$ cat config.mk
export PLATFORM = sky130hd
export DESIGN_NAME = arcade_output_device
export DESIGN_NICKNAME = d
export VERILOG_FILES = /design/src/rtl/arcade_output_device.sv
export SDC_FILE = /design/constraint.sdc
export NUM_CORES = 1
export LEC_CHECK = 0
export CORE_UTILIZATION = 45
export DETAILED_ROUTE_END_ITERATION = 8
export PLACE_DENSITY = 0.75
export SYNTH_ARGS = -nofsm -noshare
export SYNTH_HDL_FRONTEND = slang
export SYNTH_SLANG_ARGS = --single-unit
$ cat constraint.sdc
create_clock -name clk_i -period 2.04 [get_ports clk_i]
set_clock_uncertainty 0.1 [all_clocks]
set_input_delay 0.204 -clock clk_i [delete_from_list [all_inputs] [get_ports clk_i]]
set_output_delay 0.204 -clock clk_i [all_outputs]
set_load 0.02 [all_outputs]
$ cat src/rtl/arcade_output_device.sv
// Two-byte command parser driving NUM_OUTPUTS lamp/solenoid pins from the CDC OUT stream.
// Optional pulse opcode 'P' is compiled in when ARCADE_OUT_PULSE_EN is defined.
module arcade_output_device #(
  parameter int NUM_OUTPUTS    = 8,
  parameter int TIMEOUT_FRAMES = 8,
  parameter int PULSE_FRAMES   = 16
) (
  input  logic                   clk_i,
  input  logic                   rstn_i,
  input  logic [7:0]             out_data_i,
  input  logic                   out_valid_i,
  output logic                   out_ready_o,
  output logic [7:0]             in_data_o,
  output logic                   in_valid_o,
  input  logic                   in_ready_i,
  input  logic [10:0]            frame_i,
  input  logic                   usb_configured_i,
  output logic [NUM_OUTPUTS-1:0] outputs_o
);

  localparam logic [1:0] ST_IDLE    = 2'd0;
  localparam logic [1:0] ST_GET_ARG = 2'd1;
  localparam logic [1:0] ST_RESP    = 2'd2;

  localparam logic [7:0] OP_WRITE = 8'h57;
  localparam logic [7:0] OP_SET   = 8'h53;
  localparam logic [7:0] OP_CLEAR = 8'h43;
  localparam logic [7:0] OP_READ  = 8'h52;
  localparam logic [7:0] RSP_ACK  = 8'h06;
  localparam logic [7:0] RSP_NAK  = 8'h15;

  localparam logic [7:0] TIMEOUT_C = 8'(TIMEOUT_FRAMES);

`ifdef ARCADE_OUT_PULSE_EN
  localparam logic [7:0] OP_PULSE = 8'h50;
  localparam logic [7:0] PULSE_C  = 8'(PULSE_FRAMES);
`else
  localparam int PULSE_FRAMES_UNUSED = PULSE_FRAMES;
`endif

  function automatic logic opcode_valid(input logic [7:0] op);
    case (op)
      OP_WRITE, OP_SET, OP_CLEAR, OP_READ: opcode_valid = 1'b1;
`ifdef ARCADE_OUT_PULSE_EN
      OP_PULSE: opcode_valid = 1'b1;
`endif
      default: opcode_valid = 1'b0;
    endcase
  endfunction

  logic [1:0]             state_r, state_n;
  logic [7:0]             opcode_r, opcode_n;
  logic [7:0]             timeout_r, timeout_n;
  logic [NUM_OUTPUTS-1:0] outputs_r, outputs_n;
  logic [7:0]             in_data_r, in_data_n;
  logic                   in_valid_r, in_valid_n;
  logic                   out_ready_r, out_ready_n;
  logic                   frame_r;
  logic                   tick_s;
  logic                   xfer_s;
  logic [NUM_OUTPUTS-1:0] arg_s;
  logic [7:0]             rd_byte_s;
  logic                   frame_unused_s;
`ifdef ARCADE_OUT_PULSE_EN
  logic [NUM_OUTPUTS-1:0] pulse_mask_r, pulse_mask_n;
  logic [7:0]             pulse_cnt_r, pulse_cnt_n;
`endif

  // Only the frame LSB is needed to detect a new 1 ms frame.
  assign frame_unused_s = ^frame_i[10:1];
  assign tick_s         = frame_i[0] ^ frame_r;
  assign xfer_s         = out_valid_i & out_ready_r;
  assign arg_s          = out_data_i[NUM_OUTPUTS-1:0];

  // Zero-extend the pin state into a readback byte.
  always_comb begin
    rd_byte_s                  = 8'h00;
    rd_byte_s[NUM_OUTPUTS-1:0] = outputs_r;
  end

  // Command parser next-state and datapath.
  always_comb begin
    state_n    = state_r;
    opcode_n   = opcode_r;
    timeout_n  = timeout_r;
    outputs_n  = outputs_r;
    in_data_n  = in_data_r;
    in_valid_n = in_valid_r;
`ifdef ARCADE_OUT_PULSE_EN
    pulse_mask_n = pulse_mask_r;
    pulse_cnt_n  = pulse_cnt_r;
`endif
    if (!usb_configured_i) begin
      // Deconfiguration aborts everything; the OUT side keeps draining stale bytes.
      state_n    = ST_IDLE;
      timeout_n  = 8'd0;
      outputs_n  = {NUM_OUTPUTS{1'b0}};
      in_valid_n = 1'b0;
`ifdef ARCADE_OUT_PULSE_EN
      pulse_mask_n = {NUM_OUTPUTS{1'b0}};
      pulse_cnt_n  = 8'd0;
`endif
    end else begin
`ifdef ARCADE_OUT_PULSE_EN
      if (tick_s && (pulse_mask_r != {NUM_OUTPUTS{1'b0}})) begin
        if (pulse_cnt_r <= 8'd1) begin
          pulse_cnt_n  = 8'd0;
          pulse_mask_n = {NUM_OUTPUTS{1'b0}};
          outputs_n    = outputs_r & ~pulse_mask_r;
        end else begin
          pulse_cnt_n = pulse_cnt_r - 8'd1;
        end
      end else begin
        pulse_cnt_n = pulse_cnt_r;
      end
`endif
      case (state_r)
        ST_IDLE: begin
          if (xfer_s) begin
            opcode_n = out_data_i;
            if (opcode_valid(out_data_i)) begin
              state_n   = ST_GET_ARG;
              timeout_n = 8'd0;
            end else begin
              state_n    = ST_RESP;
              in_data_n  = RSP_NAK;
              in_valid_n = 1'b1;
            end
          end else begin
            state_n = ST_IDLE;
          end
        end
        ST_GET_ARG: begin
          if (xfer_s) begin
            state_n    = ST_RESP;
            in_valid_n = 1'b1;
            in_data_n  = RSP_ACK;
            case (opcode_r)
              OP_WRITE: outputs_n = arg_s;
              OP_SET:   outputs_n = outputs_n | arg_s;
              OP_CLEAR: outputs_n = outputs_n & ~arg_s;
              OP_READ:  in_data_n = rd_byte_s;
`ifdef ARCADE_OUT_PULSE_EN
              // A fresh pulse restarts the timer, so a same-cycle expiry must not drop old bits.
              OP_PULSE: begin
                outputs_n    = outputs_r | arg_s;
                pulse_mask_n = pulse_mask_r | arg_s;
                pulse_cnt_n  = PULSE_C;
              end
`endif
              default:  in_data_n = RSP_NAK;
            endcase
          end else if (timeout_r == TIMEOUT_C) begin
            state_n    = ST_RESP;
            in_valid_n = 1'b1;
            in_data_n  = RSP_NAK;
          end else if (tick_s) begin
            timeout_n = timeout_r + 8'd1;
          end else begin
            timeout_n = timeout_r;
          end
        end
        ST_RESP: begin
          if (in_ready_i) begin
            state_n    = ST_IDLE;
            in_valid_n = 1'b0;
          end else begin
            in_valid_n = 1'b1;
          end
        end
        default: begin
          state_n    = ST_IDLE;
          in_valid_n = 1'b0;
        end
      endcase
    end
    out_ready_n = (state_n != ST_RESP);
  end

  // State and output registers.
  always_ff @(posedge clk_i or negedge rstn_i) begin
    if (!rstn_i) begin
      state_r     <= ST_IDLE;
      opcode_r    <= 8'h00;
      timeout_r   <= 8'd0;
      outputs_r   <= {NUM_OUTPUTS{1'b0}};
      in_data_r   <= 8'h00;
      in_valid_r  <= 1'b0;
      out_ready_r <= 1'b0;
      frame_r     <= 1'b0;
`ifdef ARCADE_OUT_PULSE_EN
      pulse_mask_r <= {NUM_OUTPUTS{1'b0}};
      pulse_cnt_r  <= 8'd0;
`endif
    end else begin
      state_r     <= state_n;
      opcode_r    <= opcode_n;
      timeout_r   <= timeout_n;
      outputs_r   <= outputs_n;
      in_data_r   <= in_data_n;
      in_valid_r  <= in_valid_n;
      out_ready_r <= out_ready_n;
      frame_r     <= frame_i[0];
`ifdef ARCADE_OUT_PULSE_EN
      pulse_mask_r <= pulse_mask_n;
      pulse_cnt_r  <= pulse_cnt_n;
`endif
    end
  end

  assign out_ready_o = out_ready_r;
  assign in_data_o   = in_data_r;
  assign in_valid_o  = in_valid_r;
  assign outputs_o   = outputs_r;

endmodule

Yosys cells after proc, flatten, opt, wreduce, memory -nomap -nowiden
Cells that the tools add are included.
{"block": "totals", "ram_bits": 0, "inputBits": 24, "regBits": 37, "romBits": 0, "latch_bits": 0, "out_inout_bits": 18, "n_memories": 0, "elab_cells": 84}
{"block": "op_classes", "shifts": 0, "n_mul": 0, "n_div": 0, "muxes": 35, "n_addsub": 1, "reduce_logical": 9, "bitwise": 5, "eq_ne": 26, "magnitude_cmp": 0}
{"operator": "2-to-1 mux 8 bit", "n": 13}
{"operator": "== test 8 x 7 -> 1 bit, second input constant", "n": 8}
{"operator": "one-hot mux 8 bit (2 select lines)", "n": 3}
{"operator": "one-hot mux 8 bit (3 select lines)", "n": 1}
{"operator": "!= test 3 bit, second input constant", "n": 7}
{"operator": "2-to-1 mux 2 bit", "n": 6}
{"operator": "2-to-1 mux 1 bit", "n": 10}
{"operator": "AND reduction 3 bit", "n": 3}
{"operator": "adder 8 x 1 -> 8 bit, second input constant", "n": 1}
{"operator": "bitwise AND 8 bit", "n": 1}
{"operator": "== test 8 x 4 -> 1 bit, second input constant", "n": 1}
{"operator": "inverter 8 bit", "n": 1}
{"operator": "bitwise OR 8 bit", "n": 1}
{"operator": "!= test 2 bit, second input constant", "n": 3}
{"operator": "one-hot mux 2 bit (3 select lines)", "n": 1}
{"operator": "AND reduction 6 bit", "n": 1}
{"operator": "AND reduction 5 bit", "n": 1}
{"operator": "!= test 2 x 1 -> 1 bit, second input constant", "n": 2}
{"operator": "!= test 4 x 1 -> 1 bit, second input constant", "n": 1}
{"operator": "!= test 4 bit, second input constant", "n": 1}
{"operator": "OR reduction 4 bit", "n": 1}
{"operator": "!= test 3 x 1 -> 1 bit, second input constant", "n": 1}
{"operator": "one-hot mux 1 bit (3 select lines)", "n": 1}
{"operator": "OR reduction 3 bit", "n": 1}
{"operator": "other kinds (6)", "n": 6}

Logic depth before layout (Yosys ltp)
Gate-level depths: netlist (run 1).
{"block": "depth", "ltp_word": 11, "depth_mapped": 8, "ltp_nobuf": 7}

Worst setup path after synthesis (run 1)
Ideal clock, no wire load.
{"block": "synth_path", "kind": "flip-flop to flip-flop", "from": "register timeout_r[0]", "to": "register timeout_r[6]", "path_stages_with_launch": 8, "setup_ns": 0.083, "arrival_ns": 1.724, "required_time_ns": 1.857, "setup_slack_ns": 0.133, "synth_period_minus_slack_ns": 1.907, "n_path_buf": 0, "cell_sequence": "dfrtp_1 > inv_1 > ha_1 > and4bb_2 > a21oi_2 > nand4_2 > or4_1 > o21ai_0"}
{"block": "synth_via", "elab_chain_len": 6, "word_cells_on_any_way": 9, "classes_between": "add/sub: 1; eq/ne: 2; mux: 5; reduce/logical: 1"}
{"element": "start: declaration", "line_no": "53", "text": "logic [7:0] timeout_r, timeout_n;"}
{"element": "start signal: assignment", "line_no": "198", "text": "timeout_r <= timeout_n;"}
{"element": "adder 8 x 1 -> 8 bit", "line_no": "158", "text": "timeout_n = timeout_r + 8'd1;"}
{"element": "2-to-1 mux 8 bit", "line_no": "157", "text": "end else if (tick_s) begin"}
{"element": "2-to-1 mux 8 bit", "line_no": "153", "text": "end else if (timeout_r == TIMEOUT_C) begin"}
{"element": "2-to-1 mux 8 bit", "line_no": "134", "text": "if (xfer_s) begin"}
{"element": "one-hot mux 8 bit (2 select lines)", "line_no": "117", "text": "case (state_r)"}
{"element": "2-to-1 mux 8 bit", "line_no": "93", "text": "if (!usb_configured_i) begin"}
Parallel ways exist; a longest one is shown, timed or not. The select of a mux whose other input is x is not followed.
A chain may end at the register's enable or synchronous reset.

Worst setup path in the final report (run 1)
Ends and elaborated chain as after synthesis.

==> results of run 1 <==
-- routing by layer --
metal	up-vias	share of wire
li1	877	-
met1	833	0.47
met2	62	0.45
met3	10	0.051
met4	0	0.021
met5	-	0
-- timing repair --
action | in CTS | in global routing
setup endpoints to repair | 0 | 7
hold buffers | 0 | 0
resized for setup | 0 | 3
-- registers in the layout, indices dropped and copies added (netlist names) --
register,count
outputs_o,8
frame_r,1
out_ready_o,1
timeout_r,8
in_data_o,8
opcode_r,8
in_valid_o,1
state_r,2
-- placed cells by master, fill, tap and decap left out, types with 4 or more instances in the layout --
| cell type | n |
|---|---|
| nand2_1 | 48 |
| dfrtp_1 | 37 |
| clkdlybuf4s50_1 | 31 |
| o21ai_0 | 28 |
| buf_4 | 23 |
| nor2_1 | 12 |
| a21oi_1 | 9 |
| inv_1 | 8 |
| mux2_2 | 7 |
| clkbuf_8 | 6 |
| and2_1 | 4 |
| nor2b_1 | 4 |
| nand3_1 | 4 |
-- report_power, final --
part           total [mW]  switching [mW]  internal, mW
clock network       0.666           0.269         0.397
logic               0.291           0.144         0.147
registers           0.845          0.0586         0.786
-- kinds of logic after synthesis --
kind of cell	synth area share
compound gates	0.174
xor+xnor	0.00442
fa+ha+maj	0.0183
buf+inv	0.0328
flops	0.467
mux	0.0449
simple gates	0.258
-- stage by stage --
stage	utilization	hold WS [ns]
final	0.645	0.183
after CTS	0.639	0.200
after global placement	0.610	0.362
after floorplan	-	-0.192
after detailed placement	0.610	0.370
after global routing	0.645	0.214
-- cells in the mapped netlist, drive strengths merged (3+ instances only) --
cell type / count / area (um^2)
nand2: 48 / 180
dfrtp: 37 / 926
o21ai: 28 / 140
nor2: 13 / 51.3
a21oi: 10 / 53.8
inv: 8 / 30.0
mux2: 7 / 78.8
nand3: 5 / 25.0
and2: 4 / 25.0
clkbuf: 4 / 15.0
nand4: 4 / 31.3
nor2b: 4 / 25.0
and3: 3 / 18.8
buf: 3 / 20.0
nor4b: 3 / 45.0
o211ai: 3 / 22.5
-- final cells by class --
type / count / area [um^2]
clock inverters: 2 / 37.5
repair buffers: 55 / 503
inverters: 8 / 30.0
fillers: 352 / 1460
well taps: 50 / 62.6
clock buffers: 6 / 82.6
multi-input cells: 164 / 1010
flip-flops and latches: 37 / 926
-- worst max-delay path by stage --
stage	from	slack (ns)	endpoint	depth (start not counted)
CTS	timeout_r[0]	0.05	timeout_r[6]	7
detailed placement	out_data_i[3]	-0.15	timeout_r[1]	6
floorplan	timeout_r[0]	0.13	timeout_r[6]	7
global placement	out_data_i[3]	-0.1	timeout_r[1]	6
finish	timeout_r[0]	0.11	timeout_r[6]	7
global route	timeout_r[0]	0.0003	timeout_r[6]	7
-- worst max-delay path, cell delays in order (launching register included) --
cell and delay (ns):
dfrtp_1 0.35, inv_1 0.05, ha_1 0.18, and4bb_2 0.25
a21oi_4 0.19, nand4_4 0.15, or4_1 0.51, o21ai_0 0.08
==> results by group, run 1 <==
Setup path
  • Crit-path max FO: 6
  • Setup crit end kind: register
  • Worst R2R End: timeout_r[6]
  • Critical Path AT: 2.05 ns
  • Startpoint Class: register
  • Reg2Reg Launch Point: timeout_r[0]
  • Internal reg-to-reg setup slack: 0.11 ns
  • Worst EP required: 2.16 ns
  • Crit Path Class: reg -> reg
  • Reg2Reg Depth: 7

Global route
  • Largest net degree at the start of global routing: 27
  • Grt peak-use layer: met2
  • Overall Global Routing Usage: 0.227
  • Grt ovf: 0
  • M3 GR Usage: 0.0383
  • M2 GR Usage: 0.349
  • First-pass GRT wire length: 7750 um
  • Vias in the first global route: roughly 1700
  • Initial antenna violation count: 0
  • Met1 Usage GRT: 0.314

Logic synthesis
  • #FFs+latches synth: 37
  • Mapped Cells: 216
  • Seq/Total Area, Yosys: 0.467
  • Post-Syn Area per Cell: 9.17 um^2
  • Ys Warns: 0
  • Mapped Area: ~0.002 mm^2
  • Synth cell types: 46
  • FFs w/ async S/R, synth: 1.00
  • Main synth FF type: dfrtp_1
  • Number of synthesized flops with an enable pin: 0
  • Syn nets: 242

Floorplanning
  • Chip Width: 68.3 um
  • Placeable core area: between 0.004 and 0.005 mm^2
  • Die Area: between 0.004 and 0.005 mm^2
  • Num ports: 42
  • Initial core utilization: 0.481
  • Rows: 23
  • Die Height: 68.3 um

STA
  • Final setup fails: 0
  • Pins Over Slew Limit: 0
  • Rel. slew slack: 0.708
  • Min cycle time layout: 1.93 ns
  • RSZ-0062 raised after global routing: false
  • Fin Setup TNS: 0 ns
  • Least-Margin Pin Slew: 0.435 ns
  • Tcrit/Tclk final: 0.945
  • Post-layout worst setup margin: 0.112 ns
  • Hold Fails Final Rpt: 0
  • Fmax: 0.519 GHz

Clocking
  • CTS tree: yes
  • Root Buffer: clkbuf_8
  • Num CTS Buffers: 5
  • Htree depth: 2
  • Clk slew on worst S/H paths: 0.08 ns
  • CTS max path bufs: 2
  • Worst skew pair latency: 0.29 ns
  • Clock Sinks: 37
  • Post-CTS Setup Repair Bufs: 0

Run status
  • Status: finished clean

Drt
  • Router iterations before antenna repair: 4
  • WL/cell: 14.4 um
  • Vias/cell: between 5 and 6
  • Vias: 1782
  • WL final: approximately 4600 um
  • # DRC: 0
  • ANT nets after route: 0
  • Initial DRC Count: 138

Pwr
  • Leakage: 1.15 nW
  • Pwr Density: 679 mW/mm^2
  • Tot Pwr: 1.80 mW
  • Peak VDD IR: 0.000563 V

Cells and area
  • Nets@finish: 297
  • Area growth syn-to-layout: 33.9%
  • Layout Cells excl Fill: 322
  • Antenna diodes: 0
  • Layout cells sized above 1: 0.195
  • Finished Cell Area: 0.00265 mm^2

Placed design
  • Placed inst area: 0.00251 mm^2
  • Dpl cells: 314
  • Hpwl dp: about 3400 um
  • Final Wtd Congestion: 0.856
  • IO Port Bufs: 31
  • Pre-CTS WS: -0.148 ns

Run
  • Number of max-cap violations: 0

Worst hold path
  • HP Class: in -> async
Power figures use the tool's default switching activity.
==> inputs of run 2 (changes only) <==
--- a/config.mk
+++ b/config.mk
@@ -5,9 +5,10 @@
 export SDC_FILE = /design/constraint.sdc
 export NUM_CORES = 1
 export LEC_CHECK = 0
-export CORE_UTILIZATION = 45
+export CORE_ASPECT_RATIO = 1.4
+export CORE_UTILIZATION = 42
 export DETAILED_ROUTE_END_ITERATION = 8
-export PLACE_DENSITY = 0.75
+export PLACE_DENSITY = 0.71
 export SYNTH_ARGS = -nofsm -noshare
 export SYNTH_HDL_FRONTEND = slang
 export SYNTH_SLANG_ARGS = --single-unit
==> run 2 against run 1 <==
  * Cell count rose by 4.3%
  * Combinational power barely moved
  * First-iteration DRC count fell by 41%
  * Utilization fell by 5.5 points
  * Sequential share of layout area fell by 0.29 points
  * Count of clock-buffer cells in the layout fell by 1
  * Worst setup slack got worse by 0.043 ns
  * Wire length fell by 1.9%
  * Critical endpoint unchanged
  * Non-clock buffer count rose by 2
  * Largest power group unchanged
==> results by group, run 2 (synthesis results as in run 1) <==
Global route
  • Initial antenna violation count: 0
  • Vias in the first global route: between 1500 and 2000
  • First-pass GRT wire length: 7760 um
  • Grt ovf: 0
  • Overall Global Routing Usage: 0.206
  • Largest net degree at the start of global routing: 38

Pwr
  • Gate power share: 0.162
  • Leakage: between 1 and 1.5 nW
  • Peak VDD IR: approximately 0.00055 V
  • Clock Power Share: 0.366
  • Pint: 1.30 mW
  • Seq pwr share: 0.472
  • Switch share: 0.274
  • Tot Pwr: 1.79 mW
  • Sw Pwr: a little under 0.5 mW
  • Pwr Density: 669 mW/mm^2

Placed design
  • Final Wtd Congestion: approximately 0.85
  • IO Port Bufs: 31
  • Placed inst area: 0.00253 mm^2
  • Hpwl dp: 3340 um
  • Dpl cells: 327

Drt
  • Initial DRC Count: 81
  • Router iterations before antenna repair: 4
  • # DRC: 0
  • WL final: 4550 um
  • WL/cell: 13.5 um
  • Vias/cell: 5.34
  • Vias: roughly 1800
  • ANT nets after route: 0

Setup path
  • Internal reg-to-reg setup slack: 0.07 ns
  • Worst R2R End: timeout_r[6]
  • Crit Path Class: reg -> reg
  • Crit-path max FO: 6
  • Crit-path max cell delay: 0.53 ns
  • Setup crit end kind: register
  • Reg2Reg Depth: 7
  • Worst EP required: ~2.2 ns
  • Worst-path cell chain: inv_1 -> ha_1 -> and4bb_2 -> a21oi_4 -> nand4_4 -> or4_1 -> o21ai_0
  • Startpoint Class: register
  • Reg2Reg Launch Point: timeout_r[0]
  • Critical Path AT: 2.10 ns
  • Slowest CP cell: or4_1

Cells and area
  • Layout cells sized above 1: 0.201
  • Finished Cell Area: around 0.0027 mm^2
  • Layout Cells excl Fill: 336
  • Final Util: 0.590
  • Area growth syn-to-layout: 35.1%
  • Antenna diodes: 0
  • Nets@finish: 299
  • Commonest non-fill, non-tap cell in the layout: nand2_1
  • Most frequent cells in the layout: nand2_1, dfrtp_1, clkdlybuf4s50_1, o21ai_0, buf_4

Floorplanning
  • Rows: 29
  • Initial core utilization: 0.437
  • Num ports: 42
  • Die Height: roughly 83 um
  • Die Area: 0.00500 mm^2
  • Placeable core area: 0.00454 mm^2
  • Chip Width: around 60 um

STA
  • Fmax: 0.507 GHz
  • Final setup fails: 0
  • Tcrit/Tclk final: 0.966
  • Min cycle time layout: a little under 2 ns
  • RSZ-0062 raised after global routing: true
  • Rel. slew slack: 0.464
  • Pins Over Slew Limit: 0
  • Least-Margin Pin Slew: 0.803 ns
  • Hold Fails Final Rpt: 0

Worst hold path
  • HP Class: in -> reg
  • HP Start: frame_i[0]
  • Worst Hold Endpoint: frame_r
  • Hold Path Cell Cnt: 1

Clocking
  • Clock Sinks: 37
  • Post-CTS Setup Repair Bufs: 0
  • Htree depth: 2
  • Root Buffer: clkbuf_8
  • Clk slew on worst S/H paths: around 0.080 ns
  • Worst skew pair latency: 0.30 ns
  • CTS max path bufs: 2
  • CTS tree: yes
  • Num CTS Buffers: 5

Run status
  • Status: finished clean

Run
  • Number of max-cap violations: 0
==> run 2: worst max-delay path, delay by kind of cell, from the launching register on <==
| family | cells | cell delay (ns) |
|---|---|---|
| compound gates | 2 | 0.27 |
| buf+inv | 1 | 0.04 |
| simple gates | 3 | 0.95 |
| flops | 1 | 0.35 |
| fa+ha+maj | 1 | 0.18 |
==> run 2: worst max path at each step <==
stage	startpoint	to	slack (ns)	cells past startpoint
finish	timeout_r[0]	timeout_r[6]	0.07	7
global route	timeout_r[0]	timeout_r[6]	-0.04	7
CTS	timeout_r[0]	timeout_r[6]	0.02	7
detailed placement	out_data_i[3]	timeout_r[1]	-0.08	7
global placement	out_data_i[3]	timeout_r[1]	-0.04	7
floorplan	timeout_r[0]	timeout_r[6]	0.13	7
==> run 2: through the flow <==
step	TNS, ns	hold WS, ns	setup slack [ns]
after global placement	-0.0595	0.243	-0.0397
after CTS	0	0.297	0.0173
after detailed placement	-0.271	0.242	-0.0844
final	0	0.298	0.0689
after global routing	-0.0407	0.311	-0.0366
after floorplan	0	-0.192	0.133
==> run 2: power groups by stage <==
| stage | Combinational [mW] | Sequential (mW) | Clock (mW) |
|---|---|---|---|
| 4_1_cts | 0.287 | 0.843 | 0.661 |
| 6_report | 0.289 | 0.845 | 0.655 |
| 3_3_place_gp | 0.281 | 0.855 | 0 |
| 5_1_grt | 0.321 | 0.854 | 0.691 |
| 2_1_floorplan | 0.144 | 0.858 | 0 |
| 3_5_place_dp | 0.285 | 0.858 | 0 |
==> run 2: what timing repair did <==
item                                    CTS  global route
endpoints found under the setup margin    0             5
hold buffers                              1             0
resized for setup                         0             3
hold endpoints to repair                 37             0
==> run 2: final cells by class <==
| class | instances | area, um^2 |
|---|---|---|
| clock buffer | 5 | 68.8 |
| fill | 405 | 1860 |
| clock inverter | 3 | 46.3 |
| tap | 62 | 77.6 |
| timing repair buffer | 57 | 515 |
| inverter | 8 | 30.0 |
| sequential | 37 | 926 |
| multi-input combinational | 164 | 1010 |
==> run 2: routing by layer <==
layer	track usage	vias to the layer above	routed length [um]
li1	-	884	-
met1	0.274	860	2050
met2	0.326	44	2270
met3	0.0374	7	128
met4	0.0803	0	105
met5	0	-	0
==> inputs of run 3 (changes only) <==
--- a/config.mk
+++ b/config.mk
@@ -6,9 +6,11 @@
 export NUM_CORES = 1
 export LEC_CHECK = 0
 export CORE_ASPECT_RATIO = 1.4
+export CORE_MARGIN = 10
 export CORE_UTILIZATION = 42
 export DETAILED_ROUTE_END_ITERATION = 8
 export PLACE_DENSITY = 0.71
+export SLEW_MARGIN = 20
 export SYNTH_ARGS = -nofsm -noshare
 export SYNTH_HDL_FRONTEND = slang
 export SYNTH_SLANG_ARGS = --single-unit
==> run 3 against run 2 <==
  * Wire length is 7.5% higher
  * Sequential power hardly changed
  * Critical path type unchanged
  * Count of clock-buffer cells in the layout stayed put
==> results by group, run 3 (synthesis results as in run 1) <==
Floorplanning
  • Placeable core area: 0.00454 mm^2
  • Die Height: a little over 100 um
  • Die Area: 0.00790 mm^2
  • Rows: 29
  • Initial core utilization: 0.437
  • Num ports: 42
  • Chip Width: between 70 and 80 um

Clocking
  • Htree depth: 2
  • Clock Sinks: 37
  • Post-CTS Setup Repair Bufs: 0
  • CTS max path bufs: 2
  • Worst skew pair latency: ~0.30 ns
  • Root Buffer: clkbuf_8
  • Num CTS Buffers: 5
  • CTS tree: yes
  • Clk slew on worst S/H paths: 0.08 ns

STA
  • Hold slack: between 0.2 and 0.3 ns
  • Least-Margin Pin Slew: 0.835 ns
  • Fin Setup TNS: 0 ns
  • Fmax: roughly 0.51 GHz
  • Min cycle time layout: slightly below 2 ns
  • Pins Over Slew Limit: 0
  • Final setup fails: 0
  • Post-layout worst setup margin: 0.0873 ns
  • RSZ-0062 raised after global routing: true
  • Tcrit/Tclk final: 0.957
  • Hold Fails Final Rpt: 0
  • Rel. slew slack: 0.443

Drt
  • ANT nets after route: 0
  • Vias: between 1500 and 2000
  • Vias/cell: 5.33
  • WL final: between 4000 and 5000 um
  • Router iterations before antenna repair: 4
  • WL/cell: 14.6 um
  • Initial DRC Count: 249
  • # DRC: 0

Cells and area
  • Final Util: 0.591
  • Most frequent cells in the layout: nand2_1, dfrtp_1, clkdlybuf4s50_1, o21ai_0, buf_4
  • Layout cells sized above 1: 0.194
  • Finished Cell Area: 0.00268 mm^2
  • Antenna diodes: 0
  • Layout Cells excl Fill: roughly 340
  • Commonest non-fill, non-tap cell in the layout: nand2_1
  • Register area: approximately 930 um^2
  • Area of the multi-input gates: ~0.0010 mm^2
  • Nets@finish: 298
  • Area growth syn-to-layout: 35.4%
  • # fillers: 419

Placed design
  • IO Port Bufs: 31
  • Hpwl dp: 3710 um
  • Final Wtd Congestion: 0.870
  • Pre-CTS WS: -0.0830 ns
  • Dpl cells: 326
  • Placed inst area: 0.00252 mm^2

Global route
  • First-pass GRT wire length: 8330 um
  • Grt peak-use layer: met2
  • Vias in the first global route: 1738
  • M2 GR Usage: 0.221
  • Met1 Usage GRT: 0.146
  • M3 GR Usage: 0.0301
  • Initial antenna violation count: 0
  • Overall Global Routing Usage: 0.128
  • Grt ovf: 0
  • Largest net degree at the start of global routing: 38

Pwr
  • Pwr Density: 702 mW/mm^2
  • Seq pwr share: 0.448
  • Pint: 1.42 mW
  • Gate power share: 0.153
  • Tot Pwr: 1.88 mW
  • Sw Pwr: 0.465 mW
  • Leakage: 1.16 nW
  • Peak VDD IR: roughly 0.00049 V
  • Switch share: 0.247
  • Clock Power Share: 0.400

Worst hold path
  • HP Class: in -> reg

Setup path
  • Crit-path max FO: 6
  • Setup crit end kind: register
  • Crit Path Class: reg -> reg
  • Critical Path AT: 2.07 ns
  • Worst EP required: between 2 and 2.5 ns
  • Startpoint Class: register

Run
  • Number of max-cap violations: 0

Run status
  • Status: finished clean
run 3: changes by cell type in the layout (fill, tap and decap cells not counted):
cell        before  now
bufinv_16        1    2
buf_4           24   23
clkinvlp_4       1    0
clkinv_2         0    1
nand3_1          4    5
clkinv_4         1    0
nand3_2          1    0
run 3: critical path, cell delays in order (launching register included):
cell	delay, ns
dfrtp_1	0.36
inv_1	0.05
ha_1	0.17
and4bb_2	0.26
a21oi_4	0.18
nand4_4	0.15
or4_1	0.51
o21ai_0	0.09
run 3: what timing repair did:
item / CTS / global route
endpoints found under the setup margin: 0 / 6
hold endpoints to repair: 37 / 0
gates resized for setup: 0 / 2
hold buffers: 1 / 0
run 3: cell type report:
class	count	share of cell area
well taps	62	0.0289
clock inverters	3	0.0243
inverters	8	0.0112
repair buffers	56	0.189
clock buffers	5	0.0257
multi-input cells	164	0.375
flip-flops and latches	37	0.345
run 3: power by group through the flow:
stage	clock [mW]	sequential [mW]	combinational, mW
after floorplan	0	0.858	0.144
after global placement	0	0.855	0.279
after detailed placement	0	0.856	0.284
after CTS	0.766	0.842	0.287
after global routing	0.793	0.854	0.319
final	0.753	0.843	0.287
run 3: worst paths after layout:
kind / startpoint / to / slack [ns] / cells after the start
worst max-delay path: timeout_r[1] / timeout_r[6] / 0.09 / 7
worst min-delay path: frame_i[0] / frame_r / 0.30 / 1
worst max register to register: timeout_r[1] / timeout_r[6] / 0.09 / 7
worst min register to register: in_data_o[5] / in_data_o[5] / 0.38 / 2
max in group asynchronous: rstn_i / outputs_o[4] / 0.87 / 2
min in group asynchronous: rstn_i / frame_r / 0.44 / 2
run 3: metal layers:
metal / part of all wire / vias to the layer above / wire, um
met1: 0.42 / 862 / 2060
met3: 0.039 / 5 / 192
met4: 0.018 / 0 / 86
li1: - / 882 / -
met2: 0.52 / 38 / 2560
met5: 0 / - / 0
==> RTL edit: new RTL, config.mk and constraints of run 3 <==
The option `ARCADE_OUT_PULSE_EN` is turned on by a define.
--- a/src/rtl/arcade_output_device.sv
+++ b/src/rtl/arcade_output_device.sv
@@ -2,2 +2,4 @@
 // Optional pulse opcode 'P' is compiled in when ARCADE_OUT_PULSE_EN is defined.
+`define ARCADE_OUT_PULSE_EN
+
 module arcade_output_device #(
Function: changed (a bounded check fails within 4 cycles, from zero or initial values and one cycle with rstn_i low).
==> RTL edit against run 3 <==
  * Cell count rose by 25%
  * Count of clock-buffer cells in the layout up 2
  * Synthesized area is 40% higher
  * Worst setup slack improved by 0.074 ns
  * Power up 14%
  * Sequential cell count grew 16
  * Wire length increased by 48%
  * Synthesized cell count grew 35%
  * Final area increased by 29%
  * Non-clock buffer count up 3
  * Critical path depth shrank 3
  * Critical path type unchanged
  * Critical endpoint is now outputs_o[5]
  * Largest cell class unchanged
  * Highest routed layer unchanged
==> RTL edit: results (changes against run 3) <==
The largest fanout on the critical path is 12 (+6). The largest individual stage delay along the critical path comes from the cell dfrtp_1. The wire length on met2 is 3920 um (+53%). The met2 track demand over resource in global routing is 0.269 (+0.0478). The number of buffers on the longest clock path came to 2 (unchanged). The commonest cells after synthesis are 53 x dfrtp_1, 29 x nor2_1, 25 x a21oi_1.

The number of global-route vias before repair is 2549 (+47%). The data arrival time of the critical path is 2.00 ns (-0.07 ns). The number of nets in the layout is 375 (+26%).

The final-layout clock buffer total came to 7 (+2). The largest vdd supply drop came out at 456 uV (-6.6%). The switching part of the total is 0.268 (+0.0204).

The post-synth net total came to 319 (+32%). The largest net degree at the start of global routing came to 54 (+42%). The placement-stage worst setup slack is -0.101 ns (-0.0184 ns). The number of antenna violations at the first check in global routing was 0 (unchanged). The synthesized area divided by synthesized cell count came to 9.51 um^2 (+3.7%). The sequential cell area was 0.00133 mm^2 (+43%). The final weighted congestion of routability-driven global placement is 0.803 (-7.7%). The wire length of the first global-routing pass came out at 12200 um (+47%). The leakage power is 1.39 nW (+20%). The power drawn by the sequential cells is 1.17 mW (+39%). The detail-routed via count per cell is 5.84 (+9.5%). The global routing usage on met3 is 0.0260 (-0.00416).

In the post-synthesis netlist, the biggest area contributors are dfrtp_1 48%, a21oi_1 4.5%, nor2_1 3.9%. The detailed-routing iteration count for the pre-antenna-repair pass is 4 (unchanged). The total routed wire length on the met1 layer is 2860 um (+39%). The amount of wire on met3 after detailed routing is 283 um (+47%). The layout multi-input combinational cell count came to 211 (+29%). The global routing usage on met1 is 0.169 (+0.0222). The flow ran to the end, and the final reports show no timing, DRC or antenna violations.

The number of buffers created by CTS came out at 5 (unchanged). The post-CTS resize count came out at 0 (unchanged). The final HPWL from detailed placement is 5370 um (+45%). The share of layout cells above drive strength 1 came out at 0.152 (-0.0418). The clock period minus worst slack is 1.88 ns (-0.0736 ns). The multi-input combinational area share came out at 0.390 (+0.0143). The logic gate share of total power is 0.145 (-0.008).

The slew of the pin with the lowest slew margin is 0.675 ns (-0.160 ns). The non-clock buffer share of cell area is 0.153 (-0.0361). The clock transition at the register clock pins on the worst setup and hold paths after CTS is 0.10 ns (+0.02 ns). The total detailed-routing wirelength is 7240 um (+48%).

The buffer count from post-CTS setup fixing was 0 (unchanged). The number of logic inverters in the finished layout is 17 (+9). The layout sequential cell count came out at 53 (+43%). The part of the power in registers is 0.548 (+0.100). The clock buffer and inverter area fraction after layout came out at 0.0293 (-0.0206).

The slack of the worst reg-to-reg path is 0.16 ns (+0.07 ns). The largest stage delay on the critical path came to 0.54 ns (+0.03 ns). The total routing resource utilization after global routing is 0.149 (+0.0214).

The portion of the post-synthesis area used by sequential elements is 0.479 (+0.0117). The source-to-sink clock delay at the later pin of the worst-skew pair came out at 0.31 ns. The worst reg-to-reg path cell count came to 4 (-3). The number of buffers other than clock buffers in the final layout is 59 (+5.4%). The iteration-0 DRC count of the detailed router came to 146 (-41%). The area of placed instances came out at 0.00332 mm^2 (+32%).
-- RTL edit: cell families after synthesis --
family	after synthesis	synth area share
AO/OA/AOI/OAI	86	0.197
multiplexers	8	0.0326
XOR/XNOR	9	0.0285
buffers and inverters	27	0.0411
adder cells (fa/ha/maj)	4	0.0181
flip-flops	53	0.479
AND/OR/NAND/NOR	104	0.203
-- RTL edit: final timing paths --
| check | start | end |
|---|---|---|
| min | frame_i[0] | frame_r |
| max in group asynchronous | rstn_i | pulse_cnt_r[2] |
| max | state_r[0] | outputs_o[5] |
| max reg2reg | state_r[0] | outputs_o[5] |
| min in group asynchronous | rstn_i | in_valid_o |
| min reg2reg | in_data_o[3] | in_data_o[3] |
-- RTL edit: per-stage QoR --
step	instances	hold WS (ns)	setup TNS [ns]	util
6_report	420	0.291	0	0.549
3_3_place_gp	410	0.269	-0.167	0.527
4_1_cts	419	0.286	0	0.545
2_1_floorplan	291	-0.192	0	-
3_5_place_dp	410	0.273	-0.494	0.527
5_1_grt	420	0.284	0	0.549
